$ cat src/rtl/uart_rx.sv
// uart_rx: oversampling UART receiver with parity/stop checking and a
// one-entry valid/ready holding register.
// Optional build macro UART_RX_MAJORITY_EN: when defined, every bit value is
// a 2-of-3 vote over the ticks around the bit centre; otherwise a single
// centre-tick sample is used.

package uart_pkg;
    typedef enum logic [1:0] {
        PARITY_NONE = 2'd0,
        PARITY_EVEN = 2'd1,
        PARITY_ODD  = 2'd2
    } parity_e;
endpackage

module uart_rx #(
    parameter int                DATA_BITS   = 8,
    parameter int                STOP_BITS   = 1,
    parameter uart_pkg::parity_e PARITY_MODE = uart_pkg::PARITY_NONE,
    parameter int                OVERSAMPLE  = 16
) (
    input  logic                 clk,
    input  logic                 rst,
    input  logic                 sample_tick,
    input  logic                 rxd,
    output logic                 rx_valid,
    output logic [DATA_BITS-1:0] rx_data,
    input  logic                 rx_ready,
    output logic                 parity_err,
    output logic                 frame_err,
    output logic                 overrun_err
);
    import uart_pkg::*;

    localparam int CW = $clog2(OVERSAMPLE + 1);
    localparam int BW = $clog2(DATA_BITS);
`ifdef UART_RX_MAJORITY_EN
    // The vote needs the centre+1 sample, so every decision lands one tick late.
    localparam int VOTE_LAG = 1;
`else
    localparam int VOTE_LAG = 0;
`endif
    localparam logic [CW-1:0] START_DEC  = CW'(OVERSAMPLE / 2 - 1 + VOTE_LAG);
    localparam logic [CW-1:0] BIT_DEC    = CW'(OVERSAMPLE);
    localparam logic [BW-1:0] LAST_BIT   = BW'(DATA_BITS - 1);
    localparam logic          LAST_STOP  = (STOP_BITS == 2);
    localparam bit            HAS_PARITY = (PARITY_MODE != PARITY_NONE);

    typedef enum logic [2:0] {
        S_IDLE, S_START, S_DATA, S_PARITY, S_STOP
    } state_e;

    state_e               r_state;
    logic                 r_sync1, r_sync2;
    logic [CW-1:0]        r_tick_cnt;
    logic [BW-1:0]        r_bit_idx;
    logic                 r_stop_cnt;
    logic [DATA_BITS-1:0] r_shift;
    logic                 r_par_acc;
    logic                 r_perr;
    logic                 r_ferr;

    logic                 w_rxs;
    logic                 w_prev;
    logic                 w_bit;
    logic [CW-1:0]        w_cnt_nxt;
    logic                 w_bit_dec;
    logic                 w_done;
    logic                 w_done_ferr;

    assign w_rxs = r_sync2;

`ifdef UART_RX_MAJORITY_EN
    logic [1:0] r_hist;   // [0] = rxs on previous tick, [1] = two ticks ago

    // Keep the last two tick samples for edge detection and the vote
    always_ff @(posedge clk or posedge rst) begin
        if (rst)              r_hist <= 2'b11;
        else if (sample_tick) r_hist <= {r_hist[0], w_rxs};
    end

    assign w_prev = r_hist[0];
    assign w_bit  = (r_hist[1] & r_hist[0]) | (r_hist[1] & w_rxs) | (r_hist[0] & w_rxs);
`else
    logic r_hist;         // rxs on previous tick

    // Remember the previous tick sample for falling-edge detection
    always_ff @(posedge clk or posedge rst) begin
        if (rst)              r_hist <= 1'b1;
        else if (sample_tick) r_hist <= w_rxs;
    end

    assign w_prev = r_hist;
    assign w_bit  = w_rxs;
`endif

    assign w_cnt_nxt   = r_tick_cnt + 1'b1;
    assign w_bit_dec   = (w_cnt_nxt == BIT_DEC);
    assign w_done      = sample_tick && (r_state == S_STOP) && w_bit_dec &&
                         (r_stop_cnt == LAST_STOP);
    assign w_done_ferr = r_ferr | ~w_bit;

    // Two-flop synchronizer for the asynchronous serial line
    always_ff @(posedge clk or posedge rst) begin
        if (rst) begin
            r_sync1 <= 1'b1;
            r_sync2 <= 1'b1;
        end else begin
            r_sync1 <= rxd;
            r_sync2 <= r_sync1;
        end
    end

    // Frame FSM: start detect, centre sampling, deserialize, parity and stop checks
    always_ff @(posedge clk or posedge rst) begin
        if (rst) begin
            r_state    <= S_IDLE;
            r_tick_cnt <= '0;
            r_bit_idx  <= '0;
            r_stop_cnt <= 1'b0;
            r_shift    <= '0;
            r_par_acc  <= 1'b0;
            r_perr     <= 1'b0;
            r_ferr     <= 1'b0;
        end else if (sample_tick) begin
            case (r_state)
                S_IDLE: begin
                    // Edge, not level: a line stuck low never re-triggers
                    if (!w_rxs && w_prev) begin
                        r_tick_cnt <= '0;
                        r_state    <= S_START;
                    end
                end
                S_START: begin
                    if (w_cnt_nxt == START_DEC) begin
                        r_tick_cnt <= '0;
                        r_bit_idx  <= '0;
                        r_stop_cnt <= 1'b0;
                        r_par_acc  <= 1'b0;
                        r_perr     <= 1'b0;
                        r_ferr     <= 1'b0;
                        r_state    <= w_bit ? S_IDLE : S_DATA;
                    end else begin
                        r_tick_cnt <= w_cnt_nxt;
                    end
                end
                S_DATA: begin
                    if (w_bit_dec) begin
                        r_tick_cnt <= '0;
                        r_shift    <= {w_bit, r_shift[DATA_BITS-1:1]};
                        r_par_acc  <= r_par_acc ^ w_bit;
                        r_bit_idx  <= r_bit_idx + 1'b1;
                        if (r_bit_idx == LAST_BIT)
                            r_state <= HAS_PARITY ? S_PARITY : S_STOP;
                    end else begin
                        r_tick_cnt <= w_cnt_nxt;
                    end
                end
                S_PARITY: begin
                    if (w_bit_dec) begin
                        r_tick_cnt <= '0;
                        r_perr     <= (PARITY_MODE == PARITY_ODD) ? ~(r_par_acc ^ w_bit)
                                                                  :  (r_par_acc ^ w_bit);
                        r_state    <= S_STOP;
                    end else begin
                        r_tick_cnt <= w_cnt_nxt;
                    end
                end
                S_STOP: begin
                    if (w_bit_dec) begin
                        r_tick_cnt <= '0;
                        r_ferr     <= w_done_ferr;
                        if (r_stop_cnt == LAST_STOP) begin
                            // Leave at the stop centre so a back-to-back start edge is seen
                            r_stop_cnt <= 1'b0;
                            r_state    <= S_IDLE;
                        end else begin
                            r_stop_cnt <= r_stop_cnt + 1'b1;
                        end
                    end else begin
                        r_tick_cnt <= w_cnt_nxt;
                    end
                end
                default: r_state <= S_IDLE;
            endcase
        end
    end

    // One-entry holding register with valid/ready handshake and overrun pulse
    always_ff @(posedge clk or posedge rst) begin
        if (rst) begin
            rx_valid    <= 1'b0;
            rx_data     <= '0;
            parity_err  <= 1'b0;
            frame_err   <= 1'b0;
            overrun_err <= 1'b0;
        end else begin
            overrun_err <= 1'b0;
            if (w_done) begin
                if (!rx_valid || rx_ready) begin
                    rx_valid   <= 1'b1;
                    rx_data    <= r_shift;
                    parity_err <= r_perr;
                    frame_err  <= w_done_ferr;
                end else begin
                    // Held word wins; the new one is dropped
                    overrun_err <= 1'b1;
                end
            end else if (rx_valid && rx_ready) begin
                rx_valid <= 1'b0;
            end
        end
    end

endmodule
$ cat config.mk
export PLATFORM = sky130hd
export DESIGN_NAME = uart_rx
export DESIGN_NICKNAME = d
export VERILOG_FILES = /design/src/rtl/uart_rx.sv
export SDC_FILE = /design/constraint.sdc
export NUM_CORES = 1
export LEC_CHECK = 0
export ABC_AREA = 1
export CAP_MARGIN = 20
export CORE_ASPECT_RATIO = 0.6
export CORE_MARGIN = 2
export CORE_UTILIZATION = 55
export CTS_BUF_LIST = sky130_fd_sc_hd__clkbuf_4
export DETAILED_ROUTE_END_ITERATION = 8
export GPL_TIMING_DRIVEN = 0
export HOLD_SLACK_MARGIN = 0.06
export MAX_ROUTING_LAYER = met4
export PLACE_DENSITY = 0.87
export SLEW_MARGIN = 20
export SYNTH_ARGS = -nofsm -noshare
export SYNTH_HDL_FRONTEND = slang
export SYNTH_SLANG_ARGS = --single-unit
$ cat constraint.sdc
create_clock -name clk -period 3.45 [get_ports clk]
set_input_delay 0.345 -clock clk [delete_from_list [all_inputs] [get_ports clk]]
set_output_delay 0.345 -clock clk [all_outputs]
set_load 0.1 [all_outputs]
Word-level counts from Yosys, hierarchy flattened
Index checks and enable logic that the tools add are counted.
{"block": "op_classes", "n_eq_ne": 15, "n_lt_le_gt_ge": 0, "n_addsub": 3, "n_reduce_logical": 23, "multipliers": 0, "n_shift": 0, "div": 0, "muxes": 30, "bitwise": 4}
{"op": "3-bit 2-to-1 mux", "n": 9}
{"op": "5-bit 2-to-1 mux", "n": 3}
{"op": "3-bit case mux with 5 select lines", "n": 1}
{"op": "5-bit case mux with 3 select lines", "n": 1}
{"op": "2-bit != test, second input constant", "n": 7}
{"op": "4-bit AND reduction", "n": 3}
{"op": "1-bit 2-to-1 mux", "n": 10}
{"op": "1-bit case mux with 2 select lines", "n": 4}
{"op": "8-bit AND reduction", "n": 1}
{"op": "2-bit nonzero test", "n": 4}
{"op": "3-bit by 2-bit == test with 1-bit output, second input constant", "n": 2}
{"op": "3-bit == test, second input constant", "n": 2}
{"op": "3-bit case mux with 2 select lines", "n": 1}
{"op": "3-bit AND reduction", "n": 2}
{"op": "5-bit by 1-bit adder with 5-bit output, second input constant", "n": 1}
{"op": "5-bit by 3-bit == test with 1-bit output, second input constant", "n": 1}
{"op": "5-bit == test, second input constant", "n": 1}
{"op": "1-bit logical AND", "n": 5}
{"op": "2-bit AND reduction", "n": 2}
{"op": "3-bit by 1-bit adder with 3-bit output, second input constant", "n": 1}
{"op": "3-bit by 1-bit == test with 1-bit output, second input constant", "n": 1}
{"op": "3-bit logical NOT", "n": 1}
{"op": "3-bit nonzero test", "n": 1}
{"op": "3-bit OR reduction", "n": 1}
{"op": "other kinds (8)", "n": 10}
{"block": "word_totals", "latch_bits": 0, "romBits": 0, "n_memories": 0, "ff_bits": 38, "inputBits": 5, "elab_cells": 91, "ram_bits": 0}

Logic depth before layout (Yosys ltp)
Gate-level depths: netlist (run 1).
{"block": "depth", "word_depth": 6, "mapped_depth": 12, "ltp_nobuf": 12}

Least setup slack after synthesis (run 1)
Ideal clock, no wire load.
{"block": "synth_path", "path_type": "reg2reg", "startpoint": "register rx_valid", "endpoint": "register parity_err", "path_slack_ns": 1.674, "setup_time_ns": 0.068, "t_arrival_ns": 1.708, "t_required_ns": 3.382, "n_path_buf": 1, "path_stages_with_launch": 6, "synth_period_minus_slack_ns": 1.776, "cell_sequence": "dfrtp_1 nand2_1 nand4_4 buf_6 nand2_1 nand2_1"}
{"block": "synth_between", "elab_chain_cells": 3}
{"element": "from (decl)", "line_no": "25", "source": "output logic rx_valid,"}
{"element": "from (signal assigned)", "line_no": "191", "source": "rx_valid <= 1'b0;"}
{"element": "from (signal assigned)", "line_no": "200", "source": "rx_valid <= 1'b1;"}
{"element": "from (signal assigned)", "line_no": "209", "source": "rx_valid <= 1'b0;"}
{"element": "1-bit logical NOT", "line_no": "199", "source": "if (!rx_valid || rx_ready) begin"}
{"element": "1-bit logical OR", "line_no": "199"}
{"element": "2-bit AND reduction (no line)"}
{"element": "to (signal assigned)", "line_no": "202", "source": "parity_err <= r_perr;"}
{"element": "to (decl)", "line_no": "28", "source": "output logic parity_err,"}
No other way between the ends.
A chain may end at the register's enable or synchronous reset.

Worst setup path in the final report (run 1)
{"block": "layout_path", "startpoint": "register rx_data[3]", "endpoint": "output port rx_data[3]"}
{"element": "from (decl)", "line_no": "26", "source": "output logic [DATA_BITS-1:0] rx_data,"}
{"element": "from (signal assigned)", "line_no": "201", "source": "rx_data <= r_shift;"}
No word-level cell between the ends.

==> reports/qor.txt, run 1 <==
TritonCTS Buffers: 5
Crit Reg-Reg Endpoint: rx_data[4]
cell taking the most area after synthesis: dfrtp_1
Vias/cell: 5.20
Routed Antenna Nets: 0
PD cells: 532 nW/um2
Multi-input gate area: 739 um2
number of synthesized flops with an enable pin: 0
Peak VDD IR: 0.330 mV
final WL: 3.49 mm
leak pwr: 0.00101 uW
initial antenna violation count: 0
Synth Flop Type: dfrtp_1
Ys Warns: 0
Layout Skew: 7.92 ps
Final Hold Fails: 0
worst hold path depth: 0
fmax: 453 MHz
CP peak stage delay: 1140 ps
Core ar.: 3200 um2
clk_lat worst skew: 340 ps
CP top delay family: buffers and inverters
Die W: 78.1 um
CP Max Fanout: 2
Synth top area share: 46.9%
initial core utilization: 56.6%
Async SR Flop Fraction: 100%
Max clock buf depth: 2
WL per Instance: 12.4 um
CP arrival: 1860 ps
largest net degree at the start of global routing: 38
synthesized area per cell: 8.55 um2
cts hold-fix bufs: 0
type of the worst min-delay path: reg -> reg
Finish-stage setup viols: 0
register area share after synthesis: 51.3%
GP Congestion: 0.912
clk slew on worst S/H paths: 110 ps
DRC viols: 0
reg2reg setup slack: 1450 ps
# fillers: 262
port buffer count: 16
Antenna diodes: 0
Final HPWL DP: 2.60 mm
CP endpoint kind: output port
CP Class: reg -> out
Worst setup SP type: flop
total I/O pin count: 17
Max Transition Viols Final: 0
# rows: 16
FF/Latch Area: 930 um2
Worst Hold Endpoint: r_sync2
die area: 3790 um2
first-pass GRT wire length: 6.06 mm
DRT Pass-1 Iters: 5
CTS tree: done
commonest cells in the netlist: 57 x nand2_1, 34 x dfrtp_1, 27 x inv_1, 19 x o21ai_1, 15 x nor2_1
Area Overhead vs Synth: 16.3%
starting DRC count in detailed routing: 122
sum of buffers and inverters on the critical path: 1
slowest CP cell: clkdlybuf4s50_1
cell with the most instances after synthesis: nand2_1
Worst Path Required: 3110 ps
Syn Nets: 221
Vias: 1461
R2R cell count: 9
clk root buf: clkbuf_4
layout cells sized above 1: 13.6%
post-synthesis register bit count: 37
Core Util, Final: 65.8%
cells after synthesis: 212
Total Neg Setup Slack: 0 ps
Post-CTS Setup Bufs: 0
Max Cap Viol: 0
Netlist cell types: 26
RSZ-0062 raised after global routing: false
Die Y: 48.5 um
Tcrit/Tclk final: 64.0%
clock sinks: 37
cells resized by post-CTS repair: 0
worst r2r src: r_tick_cnt[0]
post-layout min period: 2210 ps
Rel. slew slack: 34.5%
Hold Startpoint: r_sync1
status: complete, no violations
vias in the first global route: 1293
synth top area cells: dfrtp_1 47%, nand2_1 12%, inv_1 5.6%
nets@finish: 244
H-tree levels: 2
slew at the pin closest to its max-slew limit: 980 ps
crit path cell chain: clkdlybuf4s50_1
total gr overflow: 0
Post-Synthesis Cell Area: 1810 um2
Overall Global Routing Usage: 21.7%
[registers in the layout (all words and copies together), names as in the netlist, 3 cells and up]
register,count
r_tick_cnt,5
r_bit_idx,3
rx_data,8
r_state,3
r_shift,8
[report_power, final]
part	internal (uW)	total [uW]	switching (uW)
clock	150	295	146
combinational	91.3	292	200
sequential	479	535	56.7
total	720	1120	403
[cell families after synthesis]
group                      Yosys count  share of synthesized area (%)
and+or+nand+nor                    100                           25.4
AOI/OAI and AO/OA                   37                           12.1
DFF                                 37                           51.3
buffers and inverters               33                           7.94
adders and majority gates            4                           2.76
xor gates and xnor gates             1                          0.483
[how the worst max path moves through the flow]
stage                startpoint             to  slack, ps  depth (start not counted)
finish               rx_data[3]     rx_data[3]       1240                          1
global route         rx_data[3]     rx_data[3]       1180                          1
CTS                  rx_data[3]     rx_data[3]       1240                          1
detailed placement  sample_tick  r_tick_cnt[0]       1420                          6
global placement    sample_tick  r_tick_cnt[0]       1470                          6
floorplan              rx_valid     parity_err       1670                          5
[metal layers]
| layer | share of wire [%] | wire (um) | global-route usage (%) |
|---|---|---|---|
| met3 | 5.7 | 199 | 6.34 |
| met2 | 41 | 1420 | 27.3 |
| met4 | 1.6 | 56 | 6.43 |
| met5 | 0 | 0 | - |
| met1 | 52 | 1810 | 33.5 |
[cells in the final DEF (no fill, tap or decap), types with 2 or more instances in the layout]
cell / n
ha_1: 4
buf_6: 2
o21ai_2: 7
inv_1: 26
o21ai_0: 8
nand4_1: 7
dfstp_2: 3
nand3_1: 9
o21ai_1: 19
nor2_1: 15
clkbuf_4: 5
nand3_2: 3
nand2_1: 57
nor3_1: 4
dfrtp_1: 34
inv_2: 2
clkdlybuf4s50_1: 16
nor2_2: 2
[cell type report]
| type | count | area share (%) |
|---|---|---|
| multi-input cells | 142 | 35.1 |
| plain buffers | 5 | 1.84 |
| well taps | 45 | 2.67 |
| repair buffers | 16 | 7.60 |
| clock inverters | 3 | 1.96 |
| inverters | 28 | 4.99 |
| flip-flops and latches | 37 | 44.1 |
| clock buffers | 5 | 1.78 |
[through the flow]
stage	std cells	hold slack, ps	total power (uW)	instance area [um2]	worst slack, ps
2_1_floorplan	212	345	755	1810	1670
3_3_place_gp	273	346	816	2030	1470
3_5_place_dp	273	348	828	2030	1420
4_1_cts	281	365	1120	2110	1240
5_1_grt	281	367	1200	2110	1180
6_report	281	364	1120	2110	1240
Note: power is estimated with default switching activity, not from simulation.
==> run 2: changes to the inputs <==
- CORE_UTILIZATION: 55 -> 53
- PLACE_DENSITY: 0.87 -> 0.88
- clock period: 3.45 -> 1.83 ns (I/O delays scaled with it)
==> run 2 against run 1 <==
  * Die area grew 3.5%
  * Clock-buffer cell count grew 1
  * Cell count grew 2.8%
  * Flip-flop and latch count is the same
  * Sequential power grew 86%
  * Register-to-register slack lost 1400 ps
  * Critical path type is now reg -> reg
  * Critical endpoint is now rx_data[5]
==> reports/qor.txt, run 2 (same netlist as run 1, synthesis figures left out) <==
CP Max Fanout: 11 (+9)
Final Hold Fails: 0 (unchanged)
Peak VDD IR: 0.516 mV (+56%)
Core ar.: 3260 um2 (+1.9%)
critical path depth in cells: 10 (+9)
share of power burned in combinational logic: 32.2% (+6.2 points)
Final HPWL DP: 2.65 mm (+2.0%)
Antenna diodes: 0 (unchanged)
placed insts: 273 (unchanged)
reg2reg setup slack: 50 ps (-1400 ps)
H-tree levels: 2 (unchanged)
Area Overhead vs Synth: 20.4%
CTS tree: done
type of the worst min-delay path: in -> reg
WL per Instance: 13.5 um (+8.4%)
largest registers: r_shift: 8 flops, rx_data: 8 flops, r_tick_cnt: 5 flops
PD cells: 966 nW/um2 (+81%)
layout cells sized above 1: 19.3% (+5.7 points)
Max clock buf depth: 2 (unchanged)
die area: 3920 um2 (+3.5%)
CP arrival: 2040 ps (+180 ps)
worst r2r src: r_tick_cnt[1]
clock sinks: 37 (unchanged)
Crit Reg-Reg Endpoint: rx_data[5]
Core Util, Final: 66.9% (+1.1 points)
Vias/cell: 5.28 (+1.6%)
Finish-stage setup viols: 0 (unchanged)
total power: 2110 uW (+88%)
R2R cell count: 10 (+1)
status: complete, no violations
fmax: 560 MHz
Hold Startpoint: rxd
clk slew on worst S/H paths: 100 ps (about the same)
cts hold-fix bufs: 0 (unchanged)
Overall Global Routing Usage: 22.2% (+0.55 points)
total gr overflow: 0 (unchanged)
Seq pwr share: 47.1% (-0.6 points)
leak pwr: 0.00111 uW (+9.4%)
CP top delay family: simple AND/OR/NAND/NOR gates
CP endpoint kind: flop
Max Transition Viols Final: 0 (unchanged)
port buffer count: 16 (unchanged)
# rows: 16 (unchanged)
Tcrit/Tclk final: 97.5%
total I/O pin count: 17 (unchanged)
CP Class: reg -> reg
sw frac: 37.9% (+2.1 points)
crit path to: rx_data[5]
internal power: 1310 uW (+82%)
# fillers: 257 (-1.9%)
DRT Pass-1 Iters: 4 (-1)
first-pass GRT wire length: 6.30 mm (+4.0%)
CP peak stage delay: 390 ps (-750 ps)
Die W: 79.5 um (+1.8%)
Max Cap Viol: 0 (unchanged)
largest net degree at the start of global routing: 38 (unchanged)
placed cell areas: 2030 um2 (unchanged)
Layout Skew: 4.17 ps (-3.75 ps)
final WL: 3.89 mm (+12%)
final instance area: 2180 um2 (+3.5%)
Worst setup SP type: flop
initial core utilization: 55.6% (-1.0 points)
clk_lat worst skew: 360 ps (+20 ps)
Rel. slew slack: 35.6% (+1.1 points)
Clock power frac: 20.7% (-5.6 points)
GP Congestion: 0.916 (+0.43%)
TritonCTS Buffers: 5 (unchanged)
Non-Filler Instances: 289 (+2.8%)
vias in the first global route: 1368 (+5.8%)
Psw: 800 uW (+99%)
highest-count cells in the layout ignoring fill and taps: 55 x nand2_1, 31 x dfrtp_1, 26 x inv_1, 19 x o21ai_1, 15 x nor2_1
sum of buffers and inverters on the critical path: 3 (+2)
DRC viols: 0 (unchanged)
most common cell after layout, fill and taps aside: nand2_1
slew at the pin closest to its max-slew limit: 970 ps (-10.3 ps)
slowest CP cell: dfrtp_2
initial antenna violation count: 0 (unchanged)
nets@finish: 252 (+3.3%)
Vias: 1526 (+4.4%)
Worst Path Required: 2090 ps (-1020 ps)
crit path cell chain: ha_2 > nand2_2 > inv_1 > nand3_2 > nor2_4 > buf_8 > nand4_4 > buf_4 > nand2_1 > o21ai_2
clk root buf: clkbuf_4
Die Y: 49.3 um (+1.7%)
post-layout min period: 1780 ps
crit path from: r_tick_cnt[1]
starting DRC count in detailed routing: 135 (+11%)
Routed Antenna Nets: 0 (unchanged)
-- run 2: area by class of cell --
type / instances / area [um2] / share of cell area (%)
Sequential cell: 37 / 933 / 42.8
Buffer: 5 / 51.3 / 2.35
Timing Repair Buffer: 23 / 216 / 9.92
Clock inverter: 2 / 10.0 / 0.459
Multi-Input combinational cell: 143 / 764 / 35.0
Clock buffer: 6 / 45.0 / 2.06
Tap cell: 45 / 56.3 / 2.58
Inverter: 28 / 105 / 4.82
-- run 2: worst min-delay path by stage --
| stage | depth (start not counted) | to | slack [ps] |
|---|---|---|---|
| floorplan | 0 | r_sync1 | 190 |
| global placement | 0 | r_sync2 | 350 |
| detailed placement | 0 | r_sync2 | 350 |
| CTS | 1 | r_sync1 | 220 |
| global route | 1 | r_sync1 | 220 |
| finish | 1 | r_sync1 | 220 |
-- run 2: what timing repair did --
item                                    in CTS  in global routing
gates cloned                                 0                  2
setup buffers                                2                  4
resized for setup                           15                  8
pin swaps                                    0                  3
endpoints found under the setup margin      27                 15
-- run 2: power by group through the flow --
stage	Combinational [uW]	Clock, uW	Sequential [uW]
floorplan	428	0	996
global placement	517	0	1020
detailed placement	536	0	1020
CTS	593	442	990
global route	763	498	1010
finish	679	437	993
-- run 2: through the flow --
stage	TNS (ps)	setup slack [ps]	hold slack, ps
2_1_floorplan	0	54.2	187
3_3_place_gp	-68.3	-34.2	346
3_5_place_dp	-643	-84.9	349
4_1_cts	0	39.5	219
5_1_grt	-45.6	-28.9	216
6_report	0	45.3	220
-- run 2: routing by layer --
layer	track usage [%]	wire, um	vias up
li1	-	-	754
met1	31.9	1880	723
met2	30.1	1700	47
met3	7.78	283	2
met4	5.17	30	0
met5	-	0	-
